===== src/rtl/avmm_block_mover.sv =====
// Avalon-MM master that moves 1-16 word blocks between the one-cycle-latency data memory
// and the cipher datapath: loads stream out through a small FWFT buffer, stores write straight through.
`timescale 1ns/1ps
module avmm_block_mover #(
    parameter int ADDR_W     = 15,
    parameter int FIFO_DEPTH = 4
) (
    input  logic              clk,
    input  logic              reset_n,
    input  logic              cmd_valid,
    output logic              cmd_ready,
    input  logic              cmd_op,
    input  logic [ADDR_W-1:0] cmd_addr,
    input  logic [4:0]        cmd_len,
    output logic [31:0]       rd_data,
    output logic              rd_valid,
    input  logic              rd_ready,
    input  logic [31:0]       wr_data,
    input  logic              wr_valid,
    output logic              wr_ready,
    output logic              done,
    output logic [ADDR_W-1:0] avm_address,
    output logic              avm_chipselect,
    output logic              avm_write,
    output logic              avm_debugaccess,
    output logic [3:0]        avm_byteenable,
    output logic [31:0]       avm_writedata,
    output logic              avm_clken,
    input  logic [31:0]       avm_readdata
);
    localparam int PW = $clog2(FIFO_DEPTH);
    localparam int CW = PW + 1;
    localparam logic [CW-1:0] DEPTH_C = CW'(FIFO_DEPTH);

    typedef enum logic [1:0] {
        IDLE  = 2'd0,
        LOAD  = 2'd1,
        STORE = 2'd2,
        DONE  = 2'd3
    } state_t;

    state_t            state_r;
    state_t            state_s;
    logic [ADDR_W-1:0] ptr_r;
    logic [4:0]        remaining_r;
    logic              inflight_r;
    logic [31:0]       fifo_mem_r [FIFO_DEPTH];
    logic [PW-1:0]     wr_idx_r;
    logic [PW-1:0]     rd_idx_r;
    logic [CW-1:0]     fifo_count_r;

    logic              cmd_fire_s;
    logic              issue_s;
    logic              accept_s;
    logic              push_s;
    logic              pop_s;
    logic [4:0]        len_norm_s;
    logic [CW-1:0]     occupancy_s;

    assign avm_debugaccess = avm_write;
    assign avm_byteenable  = 4'hF;
    assign avm_clken       = 1'b1;

    assign rd_valid    = (fifo_count_r != {CW{1'b0}});
    assign rd_data     = fifo_mem_r[rd_idx_r];
    assign pop_s       = rd_valid & rd_ready;
    assign push_s      = inflight_r;
    assign occupancy_s = fifo_count_r + CW'(inflight_r);

    // Fold the out-of-range lengths (0 and 17-31) onto a full 16-word block.
    always_comb begin
        if ((cmd_len == 5'd0) || (cmd_len > 5'd16)) begin
            len_norm_s = 5'd16;
        end else begin
            len_norm_s = cmd_len;
        end
    end

    // State register.
    always_ff @(posedge clk) begin
        if (!reset_n) begin
            state_r <= IDLE;
        end else begin
            state_r <= state_s;
        end
    end

    // Next-state decode and Avalon strobes.
    always_comb begin
        state_s        = state_r;
        cmd_ready      = 1'b0;
        wr_ready       = 1'b0;
        done           = 1'b0;
        cmd_fire_s     = 1'b0;
        issue_s        = 1'b0;
        accept_s       = 1'b0;
        avm_chipselect = 1'b0;
        avm_write      = 1'b0;
        avm_address    = {ADDR_W{1'b0}};
        avm_writedata  = 32'h0000_0000;
        case (state_r)
            IDLE: begin
                cmd_ready = 1'b1;
                if (cmd_valid) begin
                    cmd_fire_s = 1'b1;
                    state_s    = cmd_op ? STORE : LOAD;
                end else begin
                    state_s = IDLE;
                end
            end
            LOAD: begin
                if ((remaining_r != 5'd0) && (occupancy_s < DEPTH_C)) begin
                    issue_s        = 1'b1;
                    avm_chipselect = 1'b1;
                    avm_address    = ptr_r;
                end else begin
                    issue_s = 1'b0;
                end
                // Exit on the cycle the last buffered word is consumed so done follows immediately.
                if ((remaining_r == 5'd0) && !inflight_r &&
                    ((fifo_count_r == {CW{1'b0}}) || ((fifo_count_r == CW'(1)) && pop_s))) begin
                    state_s = DONE;
                end else begin
                    state_s = LOAD;
                end
            end
            STORE: begin
                wr_ready = (remaining_r != 5'd0);
                if (wr_valid && (remaining_r != 5'd0)) begin
                    accept_s       = 1'b1;
                    avm_chipselect = 1'b1;
                    avm_write      = 1'b1;
                    avm_address    = ptr_r;
                    avm_writedata  = wr_data;
                end else begin
                    accept_s = 1'b0;
                end
                if (accept_s && (remaining_r == 5'd1)) begin
                    state_s = DONE;
                end else begin
                    state_s = STORE;
                end
            end
            DONE: begin
                done    = 1'b1;
                state_s = IDLE;
            end
            default: begin
                state_s = IDLE;
            end
        endcase
    end

    // Address pointer, word countdown and read-return tracking.
    always_ff @(posedge clk) begin
        if (!reset_n) begin
            ptr_r       <= {ADDR_W{1'b0}};
            remaining_r <= 5'd0;
            inflight_r  <= 1'b0;
        end else begin
            inflight_r <= issue_s;
            if (cmd_fire_s) begin
                ptr_r       <= cmd_addr;
                remaining_r <= len_norm_s;
            end else if (issue_s || accept_s) begin
                ptr_r       <= ptr_r + ADDR_W'(1);
                remaining_r <= remaining_r - 5'd1;
            end else begin
                ptr_r       <= ptr_r;
                remaining_r <= remaining_r;
            end
        end
    end

    // Read-return buffer storage; contents are don't-care while empty.
    always_ff @(posedge clk) begin
        if (push_s) begin
            fifo_mem_r[wr_idx_r] <= avm_readdata;
        end
    end

    // Read-return buffer pointers and occupancy.
    always_ff @(posedge clk) begin
        if (!reset_n) begin
            wr_idx_r     <= {PW{1'b0}};
            rd_idx_r     <= {PW{1'b0}};
            fifo_count_r <= {CW{1'b0}};
        end else begin
            if (push_s) begin
                wr_idx_r <= wr_idx_r + PW'(1);
            end
            if (pop_s) begin
                rd_idx_r <= rd_idx_r + PW'(1);
            end
            case ({push_s, pop_s})
                2'b10:   fifo_count_r <= fifo_count_r + CW'(1);
                2'b01:   fifo_count_r <= fifo_count_r - CW'(1);
                default: fifo_count_r <= fifo_count_r;
            endcase
        end
    end
endmodule

===== config.mk =====
export PLATFORM = sky130hd
export DESIGN_NAME = avmm_block_mover
export DESIGN_NICKNAME = d
export VERILOG_FILES = /design/src/rtl/avmm_block_mover.sv
export SDC_FILE = /design/constraint.sdc
export NUM_CORES = 1
export LEC_CHECK = 0
export ABC_CLOCK_PERIOD_IN_PS = 3900
export CAP_MARGIN = 20
export CORE_MARGIN = 2
export CORE_UTILIZATION = 27
export CTS_BUF_LIST = sky130_fd_sc_hd__clkbuf_8
export CTS_CLUSTER_SIZE = 40
export DETAILED_ROUTE_END_ITERATION = 16
export PLACE_DENSITY = 0.54
export SKIP_CTS_REPAIR_TIMING = 1
export SYNTH_ARGS = -nofsm -noshare
export SYNTH_HDL_FRONTEND = slang
export SYNTH_SLANG_ARGS = --single-unit
export TNS_END_PERCENT = 20

===== constraint.sdc =====
create_clock -name clk -period 3.9 [get_ports clk]
set_clock_uncertainty 0.15 [all_clocks]
set_input_delay 0.78 -clock clk [delete_from_list [all_inputs] [get_ports clk]]
set_output_delay 0.78 -clock clk [all_outputs]
set_load 0.01 [all_outputs]

==> reports/metrics.yaml <==
yosys:
  synth_cells: 460
  ys_ff_latch: 160
  yosys_warnings: 0
  synth_seq_area_share_pct: 64.77
  synth_compound_area_share_pct: 5.115
  synthArstFlopShare_pct: 0
  netlist_area_um2: 6923
  synth_xor_area_share_pct: 1.645
  synth_mux_area_share_pct: 10.70
  ys_types: 49
  synth_edf_count: 128
  ys.flop_type: "edfxtp_1"
  synth_top_family_by_area: "simple AND/OR/NAND/NOR gates"
  synthSimpleGateAreaFrac_pct: 11.21
  avgSynthCellArea_um2: 15.05
  synth-adder-area-share_pct: 3.253
global_routing:
  grt_pass1_wl_mm: 26.08
  grt_overflow_total: 0
  grt_max_degree: 36
  grt_pass1_vias: 4766
  grt_usage_pct: 12.88
  antenna_found_initial: 1
timing:
  rsz0062_at_grt: "false"
  fmax_mhz: 272.3
  hold_viol_final: 0
  drv_slew: 0
  setup_viol: 0
  worst_slew_pin_slew_ps: 997.2
  fin_crit_sh_pct: 94.18
  slew_headroom_pct: 33.52
  holdWs_ps: 359.7
  tns_ps: 0
  period_minus_slack_ps: 3673
detailed_routing:
  drtPass1Iterations: 4
  vias: 4497
  drt-initial-drc-count: 206
  highest_layer: "met5"
  viasPerCell: 4.598
  wl_met1_mm: 7.202
  wirelength_mm: 17.24
  met3_length_mm: 1.323
  wl_met2_mm: 8.515
  ant_nets: 0
  wl_per_cell_um: 17.63
  drcViolationCount: 0
worst_setup_path:
  end_kind: "output port"
  cp_top_family: "simple AND/OR/NAND/NOR gates"
  crit_type: "reg2out"
  critPathMaxStageDelay_ps: 510
  required_ps: 2970
  path_buf_inv: 2
  cpMaxStageDelayCell: "or4b_4"
  crit_arrival_ps: 2740
  start_kind: "flip-flop"
  cp_max_fo: 18
  cp.depth: 7
  r2r_cells: 8
  path_cells: "inv_1 -> ha_1 -> or4b_4 -> nand3_1 -> nand2_2 -> and3_2 -> clkdlybuf4s50_1"
finish:
  n_fill_cell: 2384
  drive_gt1_share_pct: 12.96
  multiInputGateArea_um2: 2233
  final_util_pct: 37.31
  insertedDiodeCount: 0
  nets: 743
  area_delta_synth_final_pct: 35.73
  regArea_um2: 4487
place:
  portBuffers: 175
  dp_hpwl_mm: 11.73
  routabilityCongestion: 0.8227
hold_path:
  hold-path-cell-count: 2
  min_path_type: "reg2reg"
cts:
  clockBufferDepth: 2
  cts_tree: "yes"
  cts.sinks: 160
  clock_latency_ps: 450
  htreeDepth: 4
  cts_root_buffer: "clkbuf_8"
  path_clk_slew_ps: 90
  numCtsBuffers: 17
status:
  status: "complete, no violations"
pwr:
  p_leak_nw: 3.125
  p_per_area_nw_per_um2: 429.4
  p_total_mw: 4.035
  vdd_drop_max_mv: 0.1668
die:
  die_y_um: 164.1
  rows: 58
  core_um2: 25180
  initial_utilization_pct: 27.49
  die_w_um: 164.1
  die-area_um2: 26940
  io_pins: 181
flow_run:
  maxCapViolations: 0
[worst register-to-register path, cell delays in order (launching register included)]
cell and delay (ps):
dfxtp_1 380, inv_1 90, ha_1 210, or4b_4 240
o211ai_2 120, buf_4 210, and2_1 310, or4_1 560
a31oi_1 170
[flip-flops by register name, summed over array words and instances (netlist names), named ones only]
signal,cells
ptr_r,15
fifo_count_r,3
rd_idx_r,2
fifo_mem_r,128
state_r,2
remaining_r,5
inflight_r,1
wr_idx_r,2
[through the flow]
step / cells / worst slack, ps / area, um2
3_5_place_dp: 946 / 502.8 / 9006
6_report: 978 / 227.1 / 9397
3_3_place_gp: 946 / 517.3 / 9006
2_1_floorplan: 464 / 1205 / 6938
5_1_grt: 978 / 67.15 / 9397
4_1_cts: 978 / 194.6 / 9397
[power breakdown]
group	switching [mW]	internal, mW	total (mW)
Combinational	0.378	0.519	0.897
Sequential	0.0704	1.89	1.96
Clock	0.655	0.523	1.18
Total	1.10	2.93	4.03
[layer usage]
| metal | vias up | global-route usage, % |
|---|---|---|
| met5 | - | 0 |
| met4 | 2 | 3.589 |
| met3 | 14 | 3.889 |
| met2 | 194 | 21.87 |
| met1 | 2180 | 15.85 |
| li1 | 2107 | - |
[cells by family after synthesis]
kind of cell	count (synthesis)
AOI/OAI and AO/OA	57
xor gates and xnor gates	13
adders and majority gates	18
buffers and inverters	44
DFF	160
muxes	34
other	1
and+or+nand+nor	133
[Yosys cell counts, types with 2 or more instances]
cell type  count  area, um2
edfxtp_1     128       3844
and2_1        41      256.5
dfxtp_1       32      640.6
mux4_2        32      720.7
a21oi_1       21      105.1
ha_1          18      225.2
and3_1        17      106.4
nor2_1        15      56.30
clkbuf_1      13      48.80
inv_1         13      48.80
nand2_1       13      48.80
nand3_1       13      65.06
o21ai_0       10      50.05
xnor2_1       10      87.58
a31oi_1        9      56.30
buf_4          9      67.56
nand4_1        8      50.05
buf_2          5      25.02
nor3_1         4      20.02
o211ai_1       4      30.03
or3_1          4      25.02
or4_1          4      30.03
and4_1         3      26.28
xor2_1         3      26.28
a211oi_1       2      15.01
buf_6          2      22.52
mux2i_1        2      20.02
nand2_2        2      12.51
nand3b_1       2      15.01
o31ai_1        2      15.01
[worst paths after layout]
kind,start,endpoint,slack [ps]
setup / recovery,remaining_r[0],avm_address[4],230
hold / removal,remaining_r[4],remaining_r[4],360
setup reg to reg,remaining_r[0],ptr_r[14],1390
hold reg to reg,remaining_r[4],remaining_r[4],360
[final cells by class]
class	count	area share [%]
clock inverter	15	1.664
tap	330	4.394
inverter	13	0.5193
multi-input combinational	260	23.77
clock buffer	17	2.490
timing repair buffer	183	19.41
sequential	160	47.75
[cells in the final DEF, fill, tap and decap left out, drive strengths merged, types with 14 or more instances in the layout]
cell and instances:
nand2 15, mux4 32, dfxtp 32, and3 18, edfxtp 128, inv 17, and2 41, nor2 15
clkdlybuf4s50 175, nand3 14, a21oi 21, clkbuf 17, ha 18
(Power assumes the default switching activity.)
